[src/rtl/tile_fetch_unit.sv]
// tile_fetch_unit
//   Paces the tiled-matmul address generator with credits, issues memory reads
//   for A/B operand addresses, and returns the read data in accept order,
//   tagged with its operand class, through a first-word-fall-through FIFO.
//   C addresses bypass memory and go straight to the writeback path.
//
// Ports
//   clk, rst          clock, synchronous active-high reset
//   enable            allow new read_req issue
//   read_req          request one address from the generator (registered)
//   agu_addr/id/valid generator address stream, accepted unconditionally
//   mem_rd_en/addr    memory read strobe and address (combinational)
//   mem_rd_valid/data in-order, non-stallable memory return
//   out_data/id/valid/ready  tagged operand stream to the PE array
//   c_addr/c_addr_valid      registered C address pulse for writeback
//   err_id            sticky flag for a reserved (id 3) address
//   busy              credits outstanding or a C pulse pending
module tile_fetch_unit #(
  parameter int ADDR_WIDTH = 32,
  parameter int DATA_WIDTH = 32,
  parameter int DEPTH      = 8
) (
  input  logic                  clk,
  input  logic                  rst,
  input  logic                  enable,
  output logic                  read_req,
  input  logic [ADDR_WIDTH-1:0] agu_addr,
  input  logic [1:0]            agu_id,
  input  logic                  agu_valid,
  output logic                  mem_rd_en,
  output logic [ADDR_WIDTH-1:0] mem_addr,
  input  logic                  mem_rd_valid,
  input  logic [DATA_WIDTH-1:0] mem_rd_data,
  output logic [DATA_WIDTH-1:0] out_data,
  output logic                  out_id,
  output logic                  out_valid,
  input  logic                  out_ready,
  output logic [ADDR_WIDTH-1:0] c_addr,
  output logic                  c_addr_valid,
  output logic                  err_id,
  output logic                  busy
);

  localparam int PW = $clog2(DEPTH);
  localparam int CW = PW + 1;
  localparam logic [CW-1:0] FULL = CW'(DEPTH);

  logic [CW-1:0]   credits;
  logic [CW-1:0]   credits_next;

  logic            tag_mem [DEPTH];
  logic [PW-1:0]   tag_wr;
  logic [PW-1:0]   tag_rd;
  logic [CW-1:0]   tag_cnt;

  logic [DATA_WIDTH:0] dat_mem [DEPTH];
  logic [PW-1:0]   dat_wr;
  logic [PW-1:0]   dat_rd;
  logic [CW-1:0]   dat_cnt;

  logic            ab_acc;
  logic            rel;
  logic            is_c;
  logic            tag_pop;
  logic            dat_pop;

  assign ab_acc  = agu_valid && !agu_id[1];
  // C and reserved addresses both hand their credit straight back
  assign rel     = agu_valid && agu_id[1];
  assign is_c    = agu_valid && (agu_id == 2'd2);
  // A return with no tag outstanding (e.g. traffic from before a reset) is dropped
  assign tag_pop = mem_rd_valid && (tag_cnt != '0);
  assign dat_pop = out_valid && out_ready;

  assign mem_rd_en = ab_acc;
  assign mem_addr  = ab_acc ? agu_addr : '0;

  assign out_valid = (dat_cnt != '0);
  assign out_data  = out_valid ? dat_mem[dat_rd][DATA_WIDTH-1:0] : '0;
  assign out_id    = out_valid && dat_mem[dat_rd][DATA_WIDTH];

  assign busy = (credits != FULL) || c_addr_valid;

  // Each read_req reserves a slot in both FIFOs; the slot is handed back when
  // the word leaves the output or the address turns out not to need memory.
  assign credits_next = credits + CW'(dat_pop) + CW'(rel) - CW'(read_req);

  always_ff @(posedge clk) begin
    if (rst) begin
      credits      <= FULL;
      read_req     <= 1'b0;
      tag_wr       <= '0;
      tag_rd       <= '0;
      tag_cnt      <= '0;
      dat_wr       <= '0;
      dat_rd       <= '0;
      dat_cnt      <= '0;
      c_addr       <= '0;
      c_addr_valid <= 1'b0;
      err_id       <= 1'b0;
    end else begin
      credits  <= credits_next;
      read_req <= enable && (credits_next != '0);

      if (ab_acc)  tag_wr <= tag_wr + PW'(1);
      if (tag_pop) tag_rd <= tag_rd + PW'(1);
      tag_cnt <= tag_cnt + CW'(ab_acc) - CW'(tag_pop);

      if (tag_pop) dat_wr <= dat_wr + PW'(1);
      if (dat_pop) dat_rd <= dat_rd + PW'(1);
      dat_cnt <= dat_cnt + CW'(tag_pop) - CW'(dat_pop);

      c_addr_valid <= is_c;
      if (is_c) c_addr <= agu_addr;

      if (agu_valid && (agu_id == 2'd3)) err_id <= 1'b1;
    end
  end

  // Storage arrays need no reset; occupancy counters define what is valid.
  always_ff @(posedge clk) begin
    if (ab_acc)  tag_mem[tag_wr] <= agu_id[0];
    if (tag_pop) dat_mem[dat_wr] <= {tag_mem[tag_rd], mem_rd_data};
  end

endmodule

[config.mk]
export PLATFORM = sky130hd
export DESIGN_NAME = tile_fetch_unit
export DESIGN_NICKNAME = d
export VERILOG_FILES = /design/src/rtl/tile_fetch_unit.sv
export SDC_FILE = /design/constraint.sdc
export NUM_CORES = 1
export LEC_CHECK = 0
export ABC_AREA = 1
export BUFFER_PORTS_ARGS = -buffer_cell sky130_fd_sc_hd__clkbuf_2
export CELL_PAD_IN_SITES_DETAIL_PLACEMENT = 1
export CELL_PAD_IN_SITES_GLOBAL_PLACEMENT = 1
export CORE_ASPECT_RATIO = 0.75
export CORE_UTILIZATION = 35
export DETAILED_ROUTE_END_ITERATION = 16
export PLACE_DENSITY_LB_ADDON = 0.12
export RECOVER_POWER = 100
export SYNTH_ARGS = -nofsm -noshare
export SYNTH_HDL_FRONTEND = slang
export SYNTH_SLANG_ARGS = --single-unit
[constraint.sdc]
create_clock -name clk -period 5.3 [get_ports clk]
set_clock_uncertainty 0.05 [all_clocks]
set_input_delay 1.06 -clock clk [delete_from_list [all_inputs] [get_ports clk]]
set_output_delay 1.06 -clock clk [all_outputs]
set_load 0.005 [all_outputs]
* Word level (Yosys, flattened, before mapping)
Memory sizes are Yosys's and may differ from the RTL's. A register that Yosys moved wholly into a read port is not among the register bits. Index checks and enable logic that the tools add are counted.
Storage, ports and cells: flip-flop bits (word level) 59, RAM bits 272, output and inout bits 103, word-level logic and storage cells 50, memories kept 2
Cells by class: $add $sub $neg 11, equality and inequality tests 3, multiplexer cells 10, reduce and logical (&&, ||, !) cells 13
Memory list:
- dat_mem | words 8, bits a word 33, read ports 1, clocked after Yosys merged registers in 1, wr ports 1, line 56 | logic [DATA_WIDTH:0] dat_mem [DEPTH];
- tag_mem | words 8, bits a word 1, read ports 1, clocked after Yosys merged registers in 1, wr ports 1, line 51 | logic tag_mem [DEPTH];
Operator list (number):
- $mux 32 | 2
- $add 4x1->4 | 4
- $add 3x1->3 const B | 4
- $mux 3 | 4
- $reduce_bool 4->1 | 3
- $sub 4x1->4 | 3
- $logic_and 1x1->1 | 8
- $eq 2x2->1 const B | 2
- $mux 1 | 4
- $ne 4x4->1 const B | 1
- $logic_not 1->1 | 1
- $logic_or 1x1->1 | 1

* Longest topological paths before layout
depth after elaboration 7, depth in mapped cells 16, mapped depth without buffers 16

* Worst setup path after synthesis
Ideal clock, no wire load.
kind input port to flip-flop, from input mem_rd_valid, to memory dat_mem[0][0] (netlist name) (enable), library setup time 0.423 ns, arrival time 2.848 ns, required time 4.827 ns, path slack 1.979 ns, stages on the path 4, path through nand2_1 > clkinv_1 > nand2_1 > nor2_1
On the way: longest elaborated chain between the ends 3
RTL lines:
- from (decl) | line 32 | input logic mem_rd_valid,
- $logic_and 1x1->1 | line 72 | assign tag_pop = mem_rd_valid && (tag_cnt != '0);
- named net tag_pop | line 64 | logic tag_pop;
- $mux 1 | line 123 | if (tag_pop) dat_mem[dat_wr] <= {tag_mem[tag_rd], mem_rd_data};
- $mux 1 (implied by the code) | line 123
- to (decl) | line 56
The timed path passes the listed nets, and every way through them passes these cells.

==> summary.md <==
| Metric | Value |
|---|---|
| Outcome | `finished, violations left` |
| Violations in the final reports | `capacitance limit, slew limit` |
| Clock slew at the register clock pins of the worst setup and hold paths | `0.06 ns` |
| Final weighted congestion in routability-driven placement | `0.7244` |
| Estimated wirelength of the detail-placed design | `19,770 µm` |
| Endpoint type of the worst setup path | `primary output` |
| Setup Crit Path Kind | `reg -> out` |
| Most common cell after layout, fill and taps aside | `sky130_fd_sc_hd__nor2_1` |
| Clk_lat worst skew | `0.51 ns` |
| Lkg Pwr | `5.813 nW` |
| Crit path max fanout | `34` |
| Setup Slack @ Placement | `1.616 ns` |
| Number of synthesized register bits | `337` |
| Data arrival time at the worst-slack endpoint | `3.45 ns` |
| Layout overhead on the synthesized area | `16.60%` |
| Worst setup SP type | `flop` |
| Maximum number of buffers from clock root to sink | `3` |
| Root Driver | `sky130_fd_sc_hd__clkbuf_16` |
| Crit path setup slack, layout | `0.7403 ns` |
| Global-route usage over all layers | `17.22%` |
| Total core area | `38,320 µm²` |
| Cts hold-fix bufs | `0` |
| Clock tree from TritonCTS | `done` |
| Total die area | `39,770 µm²` |
| Post-route cell area | `15,900 µm²` |
| Final clock period utilization by the worst path | `86.03%` |
| H-tree depth reported by CTS | `2` |
| Warnings, synthesis | `0` |
| Power per unit of standard cell area | `486.8 nW/µm²` |
| Final core utilization | `41.50%` |
| Layout Nets | `1,448` |
| Clock tree sinks | `337` |
| Leading cell types in the layout, fill and taps excluded | `sky130_fd_sc_hd__nor2_1 (339), sky130_fd_sc_hd__edfxtp_1 (272), sky130_fd_sc_hd__o21ai_0 (142)` |
| Endpoint required time on the critical path | `4.19 ns` |
| Antenna violations before repair | `0` |
| Slew Limit Fails | `243` |
| Max-Cap Viols | `10` |
| Via density per instance | `4.868` |
| Total number of placement rows | `62` |
| Setup violations, final | `0` |
| F_max | `219.3 MHz` |
| VDD IR-drop max | `0.2069 mV` |
| Vertical die dimension | `173.0 µm` |
| Unrepaired setup endpoints after global routing | `no` |
| Violation count after the first detailed-routing iteration | `492` |
| Input/output buffers | `174` |
| Instance area after placement | `14,980 µm²` |
| Fillcell total | `4,277` |
| Via count of the first global-routing pass | `9,353` |
| Number of gates resized after CTS | `0` |
| Post-CTS setup buffer count | `0` |
| First-pass GRT wire length | `53,720 µm` |
| Initial core utilization | `35.59%` |
| Mean area per synthesized cell | `11.42 µm²` |
| Summed instance area of the synthesized netlist | `13,640 µm²` |
| Congestion Overflow GR | `0` |
| Total I/O pin count | `175` |
| Post-synth net total | `1,287` |
| DRT antenna net count | `0` |
| Final WL | `34,360 µm` |
| Die Wd | `229.9 µm` |
| Pin count of the biggest net entering global routing | `76` |
| Worst Tran Pin Value | `2.748 ns` |
| Post-layout min period | `4.560 ns` |
| Headroom to the max-slew limit | `-83.85%` |
| Cell count after synthesis | `1,194` |
| Total number of vias | `9,210` |
| Unique cell type count in the Yosys netlist | `25` |
| Fraction of final layout cells with drive strength greater than 1 | `12.61%` |
| Worst min path class | `reg -> reg` |
| DRC violation count after routing | `0` |
| Number of buffers inserted during clock tree synthesis | `36` |
| Fraction of the yosys area taken by sequential cells | `69.42%` |
| First-pass iteration count of the detailed router | `6` |
| Detailed-route wire length per cell | `18.16 µm` |
| Summed negative setup slack over all endpoints | `0 ns` |
| Number of hold violations in the final report | `0` |
| Diode insertion count for antenna repair | `0` |
[synth_stat cells, drive strengths merged]
cell type	n	area share (%)
nand2	34	0.94
clkbuf	40	1.1
ha	18	1.7
clkinv	1	0.027
o32ai	35	2.8
inv	80	2.2
buf	28	1.7
a21oi	51	1.9
edfxtp	272	60
nor2	341	9.4
dfxtp	65	9.5
o21ai	210	7.7
xor2	3	0.19
fa	3	0.44
nand3	11	0.40
nor3	2	0.073
[area by class of cell]
cell class | instances | area (µm²) | share of cell area, %
flip-flops and latches | 337 | 9477 | 59.59
multi-input cells | 708 | 3487 | 21.93
clock buffers | 50 | 994.7 | 6.255
repair buffers | 191 | 884.6 | 5.563
well taps | 512 | 640.6 | 4.028
inverters | 81 | 306.5 | 1.928
clock inverters | 13 | 112.6 | 0.7081
[worst max-delay path, cell delays in order (launching register included)]
cell	delay [ns]
sky130_fd_sc_hd__dfxtp_1	0.30
sky130_fd_sc_hd__buf_4	0.30
sky130_fd_sc_hd__inv_1	0.67
sky130_fd_sc_hd__clkbuf_1	0.92
sky130_fd_sc_hd__o21ai_0	0.35
sky130_fd_sc_hd__nor2_1	0.23
sky130_fd_sc_hd__clkbuf_2	0.15
[power breakdown]
part | leakage, nW | total (mW) | internal (mW) | switching (mW)
combinational | 2.27 | 2.02 | 0.726 | 1.29
clock | 0.543 | 2.41 | 1.41 | 1.00
sequential | 3.00 | 3.31 | 3.13 | 0.184
total | 5.81 | 7.74 | 5.26 | 2.48
[per-stage QoR]
| stage | hold WS, ns | cells | total power [mW] |
|---|---|---|---|
| after global placement | 0.3803 | 1829 | 5.422 |
| after CTS | 0.3988 | 1892 | 7.909 |
| final | 0.4022 | 1892 | 7.742 |
| after global routing | 0.4376 | 1892 | 8.223 |
| after detailed placement | 0.4006 | 1829 | 5.476 |
| after floorplan | 0.3623 | 1194 | 4.696 |
[metal layers]
metal | GRT usage, % | share of wire [%] | vias to the layer above
li1 | - | - | 4476
met1 | 23.53 | 48 | 4546
met2 | 28.45 | 47 | 155
met3 | 3.414 | 4.1 | 33
met4 | 3.504 | 1.2 | 0
met5 | 0 | 0 | -
[sequential cells by signal, summed over array words and instances (netlist names), named ones only]
| signal | flops |
|---|---|
| c_addr_valid | 1 |
| dat_wr | 3 |
| tag_cnt | 4 |
| c_addr | 32 |
| read_req | 1 |
| tag_rd | 3 |
| tag_wr | 3 |
| credits | 4 |
| dat_rd | 3 |
| dat_cnt | 4 |
| err_id | 1 |
| tag_mem | 8 |
| dat_mem | 264 |
[logic make-up (layout without fill, tap and decap cells)]
| logic type | count (synthesis) | count (layout) | share of synthesized area (%) |
|---|---|---|---|
| and+or+nand+nor | 388 | 388 | 10.85 |
| buffers and inverters | 149 | 335 | 5.064 |
| xor gates and xnor gates | 3 | 3 | 0.1927 |
| AOI/OAI and AO/OA | 296 | 296 | 12.38 |
| adders and majority gates | 21 | 21 | 2.092 |
| DFF | 337 | 337 | 69.42 |
[worst paths after layout]
check                        endpoint  slack [ns]                   start  cells past startpoint
min reg2reg                      flop        0.40  tag_rd[2]$_SDFFE_PP0P_                      1
max reg2reg  dat_mem[4][18]$_DFFE_PP_        0.91   tag_cnt[2]$_SDFF_PP0_                      8
min                              flop        0.40  tag_rd[2]$_SDFFE_PP0P_                      1
max                       out_data[3]        0.74                    flop                      6
Power figures use the tool's default switching activity.
